### config.mk
export PLATFORM = sky130hd
export DESIGN_NAME = noc_port_arbiter
export DESIGN_NICKNAME = d
export VERILOG_FILES = /design/src/rtl/noc_port_arbiter.sv
export SDC_FILE = /design/constraint.sdc
export NUM_CORES = 1
export LEC_CHECK = 0
export ABC_AREA = 1
export BUFFER_PORTS_ARGS = -buffer_cell sky130_fd_sc_hd__buf_2
export CORE_ASPECT_RATIO = 0.5
export CORE_UTILIZATION = 42
export CTS_CLUSTER_SIZE = 20
export DETAILED_ROUTE_END_ITERATION = 16
export GPL_TIMING_DRIVEN = 1
export MAX_ROUTING_LAYER = met4
export PLACE_DENSITY = 0.75
export SYNTH_ARGS = -nofsm -noshare
export SYNTH_HDL_FRONTEND = slang
export SYNTH_SLANG_ARGS = --single-unit
### constraint.sdc
create_clock -name clk -period 2.1 [get_ports clk]
set_clock_uncertainty 0.2 [all_clocks]
set_input_delay 0.42 -clock clk [delete_from_list [all_inputs] [get_ports clk]]
set_output_delay 0.42 -clock clk [all_outputs]
set_load 0.03 [all_outputs]
### src/rtl/noc_port_arbiter.sv
// Purpose     : 3:1 round-robin arbiter feeding one registered output slice of a router port.
// Latency     : 1 clk from in_valid&in_ready to out_valid.
// Backpressure: out_ready=0 while full holds the slice and drops every in_ready; drain and reload share a clock.
//
// Ports
//   clk, rst_n            rising-edge clock, asynchronous active-low reset
//   in_valid[3]           per-requester flit valid
//   in_data[3*WIDTH]      flits, requester i at [i*WIDTH +: WIDTH]
//   in_ready[3]           one-hot or zero, combinational grant qualified by slice space
//   out_valid/out_data    buffered flit
//   out_src[2]            index of the requester that sent out_data
//   out_ready             downstream accept
//   grant_cnt[3*16]       per-requester saturating capture counters (only with ARB_PERF_CNT_EN)
//
// Optional feature macro: ARB_PERF_CNT_EN (adds grant_cnt and its counters).

module noc_port_arbiter #(
  parameter int WIDTH   = 12,
  parameter int NUM_REQ = 3
) (
  input  logic                     clk,
  input  logic                     rst_n,
  input  logic [NUM_REQ-1:0]       in_valid,
  input  logic [NUM_REQ*WIDTH-1:0] in_data,
  output logic [NUM_REQ-1:0]       in_ready,
  output logic                     out_valid,
  output logic [WIDTH-1:0]         out_data,
  output logic [1:0]               out_src,
`ifdef ARB_PERF_CNT_EN
  output logic [3*16-1:0]          grant_cnt,
`endif
  input  logic                     out_ready
);

  // The grant search and counter layout are written for exactly three requesters.
  generate
    if (NUM_REQ != 3) begin : g_bad_num_req
      $error("noc_port_arbiter: NUM_REQ must be 3");
    end
  endgenerate

  typedef enum logic {
    ST_EMPTY = 1'b0,
    ST_FULL  = 1'b1
  } state_e;

  state_e             state_q, state_d;
  logic [1:0]         ptr_q, ptr_d;
  logic [WIDTH-1:0]   data_q, data_d;
  logic [1:0]         src_q, src_d;

  logic [1:0]         ptr_eff;
  logic [1:0]         cand0, cand1, cand2;
  logic [1:0]         win_idx;
  logic               win_any;
  logic               accept;
  logic               capture;
  logic [WIDTH-1:0]   win_flit;

  // Successor modulo 3 for legal indices 0..2.
  function automatic logic [1:0] inc3(input logic [1:0] v);
    return (v == 2'd2) ? 2'd0 : v + 2'd1;
  endfunction

  // ---------------------------------------------------------------------------
  // Grant: first valid requester starting at the priority pointer.
  // ---------------------------------------------------------------------------
  always_comb begin
    // ptr==3 cannot be reached from reset; treat it as 0 so the search stays legal.
    ptr_eff = (ptr_q == 2'd3) ? 2'd0 : ptr_q;
    cand0   = ptr_eff;
    cand1   = inc3(cand0);
    cand2   = inc3(cand1);

    win_idx = 2'd0;
    win_any = 1'b0;
    if (in_valid[cand0]) begin
      win_idx = cand0;
      win_any = 1'b1;
    end else if (in_valid[cand1]) begin
      win_idx = cand1;
      win_any = 1'b1;
    end else if (in_valid[cand2]) begin
      win_idx = cand2;
      win_any = 1'b1;
    end
  end

  always_comb begin
    // The slice can take a flit when empty or when it drains this clock.
    accept = (state_q == ST_EMPTY) | out_ready;
    // rst_n gating keeps in_ready low during reset even though it is combinational.
    capture = rst_n & accept & win_any;

    in_ready = '0;
    if (capture) begin
      in_ready[win_idx] = 1'b1;
    end

    case (win_idx)
      2'd0:    win_flit = in_data[0*WIDTH +: WIDTH];
      2'd1:    win_flit = in_data[1*WIDTH +: WIDTH];
      default: win_flit = in_data[2*WIDTH +: WIDTH];
    endcase
  end

  // ---------------------------------------------------------------------------
  // Slice FSM and datapath next-state.
  // ---------------------------------------------------------------------------
  always_comb begin
    state_d = state_q;
    data_d  = data_q;
    src_d   = src_q;
    ptr_d   = ptr_q;

    case (state_q)
      ST_EMPTY: begin
        if (capture) state_d = ST_FULL;
      end
      ST_FULL: begin
        // Drain+capture stays FULL; a stall also stays FULL.
        if (out_ready && !capture) state_d = ST_EMPTY;
      end
      default: state_d = ST_EMPTY;
    endcase

    // Priority rotates only on an actual capture; idle cycles leave it alone.
    if (capture) begin
      data_d = win_flit;
      src_d  = win_idx;
      ptr_d  = inc3(win_idx);
    end
  end

  always_ff @(posedge clk or negedge rst_n) begin
    if (!rst_n) begin
      state_q <= ST_EMPTY;
      ptr_q   <= 2'd0;
      data_q  <= '0;
      src_q   <= 2'd0;
    end else begin
      state_q <= state_d;
      ptr_q   <= ptr_d;
      data_q  <= data_d;
      src_q   <= src_d;
    end
  end

  assign out_valid = (state_q == ST_FULL);
  assign out_data  = data_q;
  assign out_src   = src_q;

`ifdef ARB_PERF_CNT_EN
  // ---------------------------------------------------------------------------
  // Per-requester capture counters, saturating at all-ones.
  // ---------------------------------------------------------------------------
  logic [15:0] cnt_q [3];
  logic [15:0] cnt_d [3];

  always_comb begin
    for (int k = 0; k < 3; k++) begin
      cnt_d[k] = cnt_q[k];
      if (capture && (win_idx == 2'(k)) && (cnt_q[k] != 16'hFFFF)) begin
        cnt_d[k] = cnt_q[k] + 16'd1;
      end
    end
  end

  always_ff @(posedge clk or negedge rst_n) begin
    if (!rst_n) begin
      for (int k = 0; k < 3; k++) cnt_q[k] <= 16'd0;
    end else begin
      for (int k = 0; k < 3; k++) cnt_q[k] <= cnt_d[k];
    end
  end

  assign grant_cnt = {cnt_q[2], cnt_q[1], cnt_q[0]};
`endif

endmodule

==> impl_summary.log <==
[metrics] result of the run: finished, violations left
[metrics] failing checks: negative setup slack
[metrics] cell class contributing the biggest share of worst-path delay: simple AND/OR/NAND/NOR gates
[metrics] height of the die: 42.00 um
[metrics] detailed-route vias per instance: 4.994
[metrics] CP startpoint kind: flip-flop
[metrics] Starting Density: 0.4434
[metrics] Unique masters post-synth: 21
[metrics] cells along the critical path: buf_6 > ha_4 > inv_6 > nand3_1 > nand2_4 > nor2_2 > nand2_2 > nand2_4 > inv_4 > nand2_4 > nor2_4 > buf_6
[metrics] number of buffer cells added on primary ports: 59
[metrics] metal2 WL: 2223 um
[metrics] setup repair after global routing missed its margin: true
[metrics] global-route total usage across every layer: 0.2571
[metrics] min setup slack post-route: -0.4444 ns
[metrics] peak ir drop on the vdd network: 1.015 mV
[metrics] pin count of the biggest net entering global routing: 25
[metrics] Antenna Diode Count: 0
[metrics] Hold WC Path Type: input pin to flip-flop
[metrics] number of nets in the finished design: 338
[metrics] I/O pins: 60
[metrics] worst setup slack after placement: -0.1948 ns
[metrics] Critical Path Max Stage Delay: 0.41 ns
[metrics] synthesis warning total: 0
[metrics] type of element capturing the critical path: primary output
[metrics] worst skew pair latency: 0.25 ns
[metrics] number of remaining DRC errors: 0
[metrics] TritonCTS clock tree: built
[metrics] number of antenna violations at the first check in global routing: 0
[metrics] max-cap viol count: 0
[metrics] fraction of final layout cells sized beyond drive strength 1: 0.4863
[metrics] DRT antenna net count: 0
[metrics] root cell of the clock tree: clkbuf_8
[metrics] floorplan die area: 3443 sq um
[metrics] post-layout minimum cycle time: 2.544 ns
[metrics] static leakage: 1.171 nW
[metrics] cell area after technology mapping: 1344 sq um
[metrics] CTS H-tree depth: 1
[metrics] overall via count from detail_route: 1658
[metrics] post-synthesis average cell area: 6.555 sq um
[metrics] clock net sink count: 17
[metrics] top layer in use: met4
[metrics] first-pass GRT wire length: 6561 um
[metrics] half-perimeter wire length after placement: 2729 um
[metrics] Core Box Area: 3030 sq um
[metrics] maximum buffer depth of the clock tree: 2
[metrics] Metal-1 WL: 1865 um
[metrics] data required time of the critical path: 1.48 ns
[metrics] vias in the first global route: 1479
[metrics] crit path kind: flip-flop to primary output
[metrics] Seq/Total Area, Yosys: 0.3166
[metrics] total power divided by cell area: 1844 nW/um^2
[metrics] global route total overflow: 0
[metrics] slowest stage cell, crit path: dfrtp_1
[metrics] routed wire length per instance: 13.25 um
[metrics] achievable frequency: 393.0 MHz
[metrics] wire length on met3: 231 um
[metrics] sum of internal, switching and leakage power: 3.847 mW
[metrics] number of optimization iterations in the first detailed-route pass: 4
[metrics] final hold violation count: 0
[metrics] Worst EP arrival: 1.92 ns
[metrics] largest fanout of any net on the critical path: 6
[metrics] flop and latch count out of synthesis: 17
[metrics] commonest non-fill, non-tap cells in the layout: buf_2, nand2_1, nand3_1, buf_4, inv_1
[metrics] width of the die: 82.00 um
[metrics] placer congestion estimate: 0.9153
[metrics] number of buffers created by CTS: 3
[metrics] aggregate routed wire length: 4398 um
[metrics] Slew @ Worst Pin: 0.2455 ns
[metrics] cell repeated most along the worst path: nand2_4
[metrics] Slew Viols, Final: 0
[metrics] net count after synthesis: 250
[metrics] initial drt markers: 118
[metrics] most common cell after layout, fill and taps aside: buf_2
[metrics] fraction of the cycle the final worst path needs: 1.212
[metrics] Area growth syn-to-layout: 55.21%
[metrics] buffers plus inverters on the worst setup path: 4
[metrics] total number of placement rows: 14
[metrics] cells after synthesis: 205
[metrics] Worst-path clk slew: 0.07 ns
[metrics] final setup fails: 17
[metrics] max-slew headroom at the worst pin: 0.8364
## synthesized netlist by cell type, drive strengths merged
master | count | share of area
buf | 8 | 0.049
clkbuf | 1 | 0.0028
dfrtp | 17 | 0.32
ha | 3 | 0.028
inv | 36 | 0.10
nand2 | 69 | 0.20
nand3 | 34 | 0.13
nand3b | 1 | 0.0056
nand4 | 12 | 0.056
nor2 | 10 | 0.045
o21bai | 1 | 0.0056
o22ai | 1 | 0.0047
or2 | 12 | 0.056
## what timing repair did
action / CTS / global route
setup endpoints to repair: 15 / 18
hold buffers: 1 / 0
hold endpoints to repair: 17 / 0
pin swaps: 12 / 11
gates resized for setup: 21 / 15
buffers inserted: 8 / 5
## where the power goes
group          switching [mW]  internal, mW  total, mW
clock network           0.112         0.133      0.246
registers              0.0944         0.498      0.592
logic                    1.82          1.19       3.01
total                    2.03          1.82       3.85
## path summary, 6_finish.rpt
path                                        start                      end  slack [ns]  cells after the start
max                          ptr_q[0]$_DFFE_PN0N_              in_ready[1]       -0.44                     12
min                                     out_ready      out_valid$_DFF_PN0_        0.26                      4
max reg2reg                  ptr_q[0]$_DFFE_PN0N_  out_data[5]$_DFFE_PN0N_       -0.25                     15
min reg2reg                out_src[0]$_DFFE_PN0N_   out_src[0]$_DFFE_PN0N_        0.28                      2
max in group asynchronous                   rst_n     ptr_q[1]$_DFFE_PN0N_        1.01                      3
min in group asynchronous                   rst_n  out_data[6]$_DFFE_PN0N_        0.49                      3
## per-layer routing
layer	GRT usage	vias up
met1	0.3268	767
li1	-	811
met4	0.06667	0
met3	0.03478	10
met5	-	-
met2	0.4331	70
## per-stage QoR
stage / hold WS (ns) / utilization / setup TNS [ns] / cells / cell area [sq um]
3_3_place_gp: 0.2048 / 0.5962 / -0.3213 / 314 / 1807
3_5_place_dp: 0.2054 / 0.5962 / -0.6494 / 314 / 1807
5_1_grt: 0.2607 / 0.6883 / -5.533 / 332 / 2086
2_1_floorplan: -0.07559 / - / -0.2617 / 205 / 1389
4_1_cts: 0.2341 / 0.6590 / -1.621 / 327 / 1997
6_report: 0.2589 / 0.6883 / -3.674 / 332 / 2086
## cell families after synthesis
logic type | synth area share
fa+ha+maj | 0.02794
buf+inv | 0.1527
flops | 0.3166
compound gates | 0.01025
simple gates | 0.4925
## layout make-up
class | instances | area, sq um
Fill cell | 236 | 944.7
Multi-Input combinational cell | 143 | 835.8
Timing Repair Buffer | 92 | 579.3
Sequential cell | 17 | 426.7
Inverter | 36 | 145.1
Tap cell | 40 | 50.05
Clock buffer | 3 | 41.29
Clock inverter | 1 | 7.507
## tightest hold or removal path, cell delays in order
cell,delay [ns]
buf_2,0.08
inv_1,0.03
nand2_1,0.08
nand2_1,0.06
## registers in the layout (all words and copies together), names as in the netlist
name and cells:
out_data 12, out_src 2, ptr_q 2, out_valid 1
(Power assumes the default switching activity.)
